--- src/rtl/tt_um_matmul_sequencer.sv ---
// Serial-load 2x2 unsigned matrix multiplier: one shared 2x2-bit multiplier and
// a 5-bit accumulator are stepped over eight cycles, then results stream out via valid/ready.
module tt_um_matmul_sequencer (
  input  logic       clk,
  input  logic       rst_n,
  input  logic       ena,
  input  logic [7:0] ui_in,
  input  logic [7:0] uio_in,
  output logic [7:0] uo_out,
  output logic [7:0] uio_out,
  output logic [7:0] uio_oe
);

  typedef enum logic [1:0] {
    ST_LOAD    = 2'd0,
    ST_COMPUTE = 2'd1,
    ST_OUTPUT  = 2'd2
  } state_e;

  state_e     state_q, state_d;
  logic [3:0] load_cnt_q, load_cnt_d;
  logic [2:0] step_q, step_d;
  logic [1:0] out_idx_q, out_idx_d;
  logic [4:0] acc_q, acc_d;
  logic       err_q, err_d;

  logic [1:0] elem_q [8];
  logic [4:0] result_q [4];

  logic       elem_we;
  logic       res_we;
  logic [4:0] res_wdata;

  logic [1:0] elem_data;
  logic       load_valid, start, res_ready, clear;
  logic       load_full;
  logic       unused_inputs;

  assign elem_data     = ui_in[1:0];
  assign load_valid    = ui_in[2];
  assign start         = ui_in[3];
  assign res_ready     = ui_in[4];
  assign clear         = ui_in[5];
  assign unused_inputs = ^{uio_in, ui_in[7:6]};

  assign load_full = (load_cnt_q == 4'd8);

  // step = {row, col, term}; term picks A column / B row (k=1 or k=2)
  logic       row, col, term;
  logic [1:0] mul_a, mul_b;
  logic [3:0] product;
  logic [4:0] sum;

  assign row     = step_q[2];
  assign col     = step_q[1];
  assign term    = step_q[0];
  assign mul_a   = elem_q[{1'b0, row, term}];
  assign mul_b   = elem_q[{1'b1, term, col}];
  assign product = {2'b00, mul_a} * {2'b00, mul_b};
  assign sum     = acc_q + {1'b0, product};

  always_comb begin
    state_d    = state_q;
    load_cnt_d = load_cnt_q;
    step_d     = step_q;
    out_idx_d  = out_idx_q;
    acc_d      = acc_q;
    err_d      = err_q;
    elem_we    = 1'b0;
    res_we     = 1'b0;
    res_wdata  = sum;
    if (clear) begin
      state_d    = ST_LOAD;
      load_cnt_d = 4'd0;
      step_d     = 3'd0;
      out_idx_d  = 2'd0;
      acc_d      = 5'd0;
      err_d      = 1'b0;
    end else begin
      case (state_q)
        ST_LOAD: begin
          if (load_valid && !load_full) begin
            elem_we    = 1'b1;
            load_cnt_d = load_cnt_q + 4'd1;
          end
          // start is judged on the count before this edge's store
          if (start) begin
            if (load_full) begin
              state_d = ST_COMPUTE;
              step_d  = 3'd0;
            end else begin
              err_d = 1'b1;
            end
          end
        end
        ST_COMPUTE: begin
          if (!term) begin
            acc_d = {1'b0, product};
          end else begin
            res_we = 1'b1;
          end
          step_d = step_q + 3'd1;
          if (step_q == 3'd7) begin
            state_d   = ST_OUTPUT;
            out_idx_d = 2'd0;
          end
        end
        ST_OUTPUT: begin
          if (res_ready) begin
            if (out_idx_q == 2'd3) begin
              state_d    = ST_LOAD;
              load_cnt_d = 4'd0;
              out_idx_d  = 2'd0;
            end else begin
              out_idx_d = out_idx_q + 2'd1;
            end
          end
        end
        default: state_d = ST_LOAD;
      endcase
    end
  end

  always_ff @(posedge clk) begin
    if (!rst_n) begin
      state_q    <= ST_LOAD;
      load_cnt_q <= 4'd0;
      step_q     <= 3'd0;
      out_idx_q  <= 2'd0;
      acc_q      <= 5'd0;
      err_q      <= 1'b0;
    end else if (ena) begin
      state_q    <= state_d;
      load_cnt_q <= load_cnt_d;
      step_q     <= step_d;
      out_idx_q  <= out_idx_d;
      acc_q      <= acc_d;
      err_q      <= err_d;
    end
  end

  // Operand and result storage is never reset; it is simply overwritten.
  always_ff @(posedge clk) begin
    if (rst_n && ena && elem_we) begin
      elem_q[load_cnt_q[2:0]] <= elem_data;
    end
    if (rst_n && ena && res_we) begin
      result_q[step_q[2:1]] <= res_wdata;
    end
  end

  assign uo_out  = (state_q == ST_OUTPUT) ? {1'b1, out_idx_q, result_q[out_idx_q]} : 8'h00;
  assign uio_out = {3'b000, err_q, load_full, (state_q != ST_LOAD), state_q};
  assign uio_oe  = 8'hFF;

endmodule

--- config.mk ---
export PLATFORM = sky130hd
export DESIGN_NAME = tt_um_matmul_sequencer
export DESIGN_NICKNAME = d
export VERILOG_FILES = /design/src/rtl/tt_um_matmul_sequencer.sv
export SDC_FILE = /design/constraint.sdc
export NUM_CORES = 1
export LEC_CHECK = 0
export ABC_AREA = 1
export BUFFER_PORTS_ARGS = -buffer_cell sky130_fd_sc_hd__buf_2
export CAP_MARGIN = 20
export CORE_ASPECT_RATIO = 1.5
export CORE_UTILIZATION = 45
export CTS_CLUSTER_SIZE = 30
export DETAILED_ROUTE_END_ITERATION = 10
export PLACE_DENSITY = 0.68
export SETUP_SLACK_MARGIN = 0.5
export SLEW_MARGIN = 20
export SYNTH_ARGS = -nofsm -noshare
export SYNTH_HDL_FRONTEND = slang
export SYNTH_SLANG_ARGS = --single-unit
--- constraint.sdc ---
create_clock -name clk -period 2.2 [get_ports clk]
set_input_delay 0.22 -clock clk [delete_from_list [all_inputs] [get_ports clk]]
set_output_delay 0.22 -clock clk [all_outputs]
set_load 0.03 [all_outputs]
==> results.txt <==
----------------------------------------------------
[Logic synthesis]
  Portion of the post-synthesis area used by sequential elements ... 53.1%
  Biggest area contributors in the synthesized netlist ... sky130_fd_sc_hd__edfxtp_1, sky130_fd_sc_hd__dfxtp_1, sky130_fd_sc_hd__nand2_1
  Share of flip-flops with an asynchronous set or reset ... 0%
  Cell count after synthesis ... 323
  Number of distinct library cell variants in the gate-level netlist after synthesis ... 27
  Fraction of post-synthesis cell area in the top cell type by area ... 38.2%
  Post-synthesis register bit count ... 57
  Largest area contributor in the synthesized netlist ... sky130_fd_sc_hd__edfxtp_1
  Synth Cell Area ... 2830 um^2
  Commonest register cell after synthesis ... sky130_fd_sc_hd__edfxtp_1
  Yosys Warn Count ... 0
  Per-instance average area after synthesis ... 8.76 um^2
  Post-synth EDFFs ... 36
  Commonest cells in the synthesized netlist ... sky130_fd_sc_hd__nand2_1, sky130_fd_sc_hd__nor2_1, sky130_fd_sc_hd__edfxtp_1

[Timing]
  Maximum clock frequency ... 464 MHz
  Total count of max-transition violations in the final report ... 0
  Fin crit period ... 2.16 ns
  Setup repair after global routing missed its margin ... true
  Number of setup violations in the final report ... 0
  Part of the cycle the worst path needs ... 98.1%
  Final Hold Fails ... 0
  Worst setup slack after layout ... 0.0425 ns
  Fin Setup TNS ... 0 ns
  Post-route clock skew ... 0.00786 ns

[Pwr]
  Power per standard cell area ... 703 nW/um^2
  Worst vdd ir ... 0.000431 V
  Standby leakage power ... 1.46 nW

[Floorplan]
  Total die area ... 6610 um^2
  Die X ... 66.7 um
  Total I/O pin count ... 43
  Height of the die ... 99.1 um
  CORE AREA ... 6090 um^2
  Effective utilization at floorplan ... 46.5%
  Number of rows created at floorplan ... 35

[GRT]
  Initial antenna violation count ... 0
  Gr usage total ... 18.8%
  Global route total overflow ... 0
  Wire length of the first global-routing pass ... 9.07 mm
  Largest net degree at the start of global routing ... 15
  Number of global-route vias before repair ... 2045

[Layout]
  Total number of nets in the final design ... 395
  Antenna diode instance count ... 0
  Core utilization of the finished layout ... 59.4%
  Area growth, synth to finish ... 27.7%
  Fraction of final layout cells with drive strength greater than 1 ... 34.4%

[Critical path]
  CP Buf/Inv Count ... 1
  Highest fanout seen on the critical path ... 8
  Cell mode on critical path ... sky130_fd_sc_hd__ha_4
  Crit path capture type ... flip-flop
  Largest stage delay, worst path ... 0.37 ns
  Slowest library cell on the worst path ... sky130_fd_sc_hd__dfxtp_4
  Class of the most critical setup path ... reg -> reg
  Crit path cell chain ... inv_8, nand2_2, a32o_2, nor2_4, ha_4, ha_4, ha_4, a21oi_2, nand2_2, xor2_4
  Data required time at the worst endpoint ... 2.27 ns
  Worst setup SP type ... flip-flop
  Crit-path leading delay family ... adder cells
  Worst EP arrival ... 2.23 ns

[CTS]
  Number of buffers created by CTS ... 9
  CTS tree ... built
  Maximum buffer depth of the clock tree ... 2
  Clock latency on the worst-skew pair ... 0.33 ns
  CTS H-tree depth ... 3
  Hold-fix buffer count after cts ... 0
  Clock-pin slew on the worst setup and hold paths ... 0.06 ns
  # clock sinks ... 57
  Clock root buffer ... sky130_fd_sc_hd__clkbuf_8

[Place]
  Global placement routability congestion ... 0.899
  Count of buffers inserted at the top-level ports ... 21
  DP Worst Slack ... -0.0132 ns
  Estimated wirelength of the detail-placed design ... 4.04 mm

[Status]
  Result of the run ... completed

[Drt]
  Number of nets still failing antenna checks after routing ... 0
  Routed WL ... 5.71 mm
  Detailed router's first-iteration violation count ... 98
  Routed length per placed instance ... 12.9 um
  Average via count per standard cell ... 4.95
  Vias after detailed routing ... 2194
  Number of design rule violations left after detail routing ... 0
  TritonRoute pass-1 iters ... 5

[Flow run]
  Count of maximum capacitance violations ... 0

[Min path]
  Class of the worst hold path ... in -> reg

----------------------------------------------------
path summary, 6_finish.rpt:
check,end,cells after the start,from,slack (ns)
max,result_q[0][3],10,flip-flop,0.04
min,elem_q[1][0],1,ui_in[0],0.17
max reg2reg,result_q[0][3],10,flip-flop,0.04
min reg2reg,err_q,2,err_q,0.46
placed cells by master, fill, tap and decap left out, drive strengths merged, types with 15 or more instances in the layout:
cell     n
nor2    69
nand2   67
buf     37
edfxtp  36
inv     30
a21oi   23
dfxtp   21
o21ai   17
nand3   15
clkbuf  15
flip-flops by register name, indices dropped and copies added (netlist names), named ones only:
register and cells:
result_q 20, elem_q 16, acc_q 4, load_cnt_q 4, step_q 3, out_idx_q 2, state_q 2, err_q 1
power by group:
part	internal (mW)	leakage, nW	switching (mW)
combinational	0.140	0.872	0.212
sequential	1.16	0.486	0.0283
clock	0.615	0.107	0.382
total	1.92	1.46	0.622
kinds of logic (layout without fill, tap and decap cells):
logic type,after synthesis,in the layout,synth area share [%]
AO/OA/AOI/OAI,42,42,7.78
XOR/XNOR,2,2,0.619
AND/OR/NAND/NOR,160,160,24.3
adder cells (fa/ha/maj),12,12,5.57
other,2,11,0.265
buffers and inverters,48,85,8.40
flip-flops,57,57,53.1
per-layer routing:
| layer | GRT usage [%] | part of all wire (%) | routed length (um) | up-vias |
|---|---|---|---|---|
| met4 | 12.4 | 2.9 | 167 | 0 |
| met1 | 17.9 | 36 | 2040 | 1016 |
| met3 | 4.59 | 3.1 | 176 | 16 |
| li1 | - | - | - | 1117 |
| met2 | 34.2 | 58 | 3320 | 45 |
| met5 | 0 | 0 | 0 | - |
stage by stage:
stage | power (mW) | instances | hold slack [ns] | area (um^2)
6_report | 2.54 | 443 | 0.174 | 3610
3_3_place_gp | 1.46 | 411 | 0.450 | 3020
5_1_grt | 2.66 | 443 | 0.185 | 3610
4_1_cts | 2.52 | 439 | 0.170 | 3430
2_1_floorplan | 1.42 | 332 | 0.319 | 2940
3_5_place_dp | 1.47 | 411 | 0.457 | 3020
repair_timing:
| action | CTS | global route |
|---|---|---|
| pin swaps | 14 | 16 |
| buffers inserted | 12 | 4 |
| gates resized for setup | 38 | 44 |
| endpoints found under the setup margin | 42 | 58 |
area by class of cell:
| cell class | count | area [um^2] |
|---|---|---|
| clock inverter | 2 | 35.0 |
| inverter | 31 | 126 |
| multi-input combinational | 227 | 1390 |
| fill | 511 | 2470 |
| timing repair buffer | 38 | 275 |
| tap | 74 | 92.6 |
| clock buffer | 14 | 173 |
| sequential | 57 | 1520 |
(Power assumes the default switching activity.)
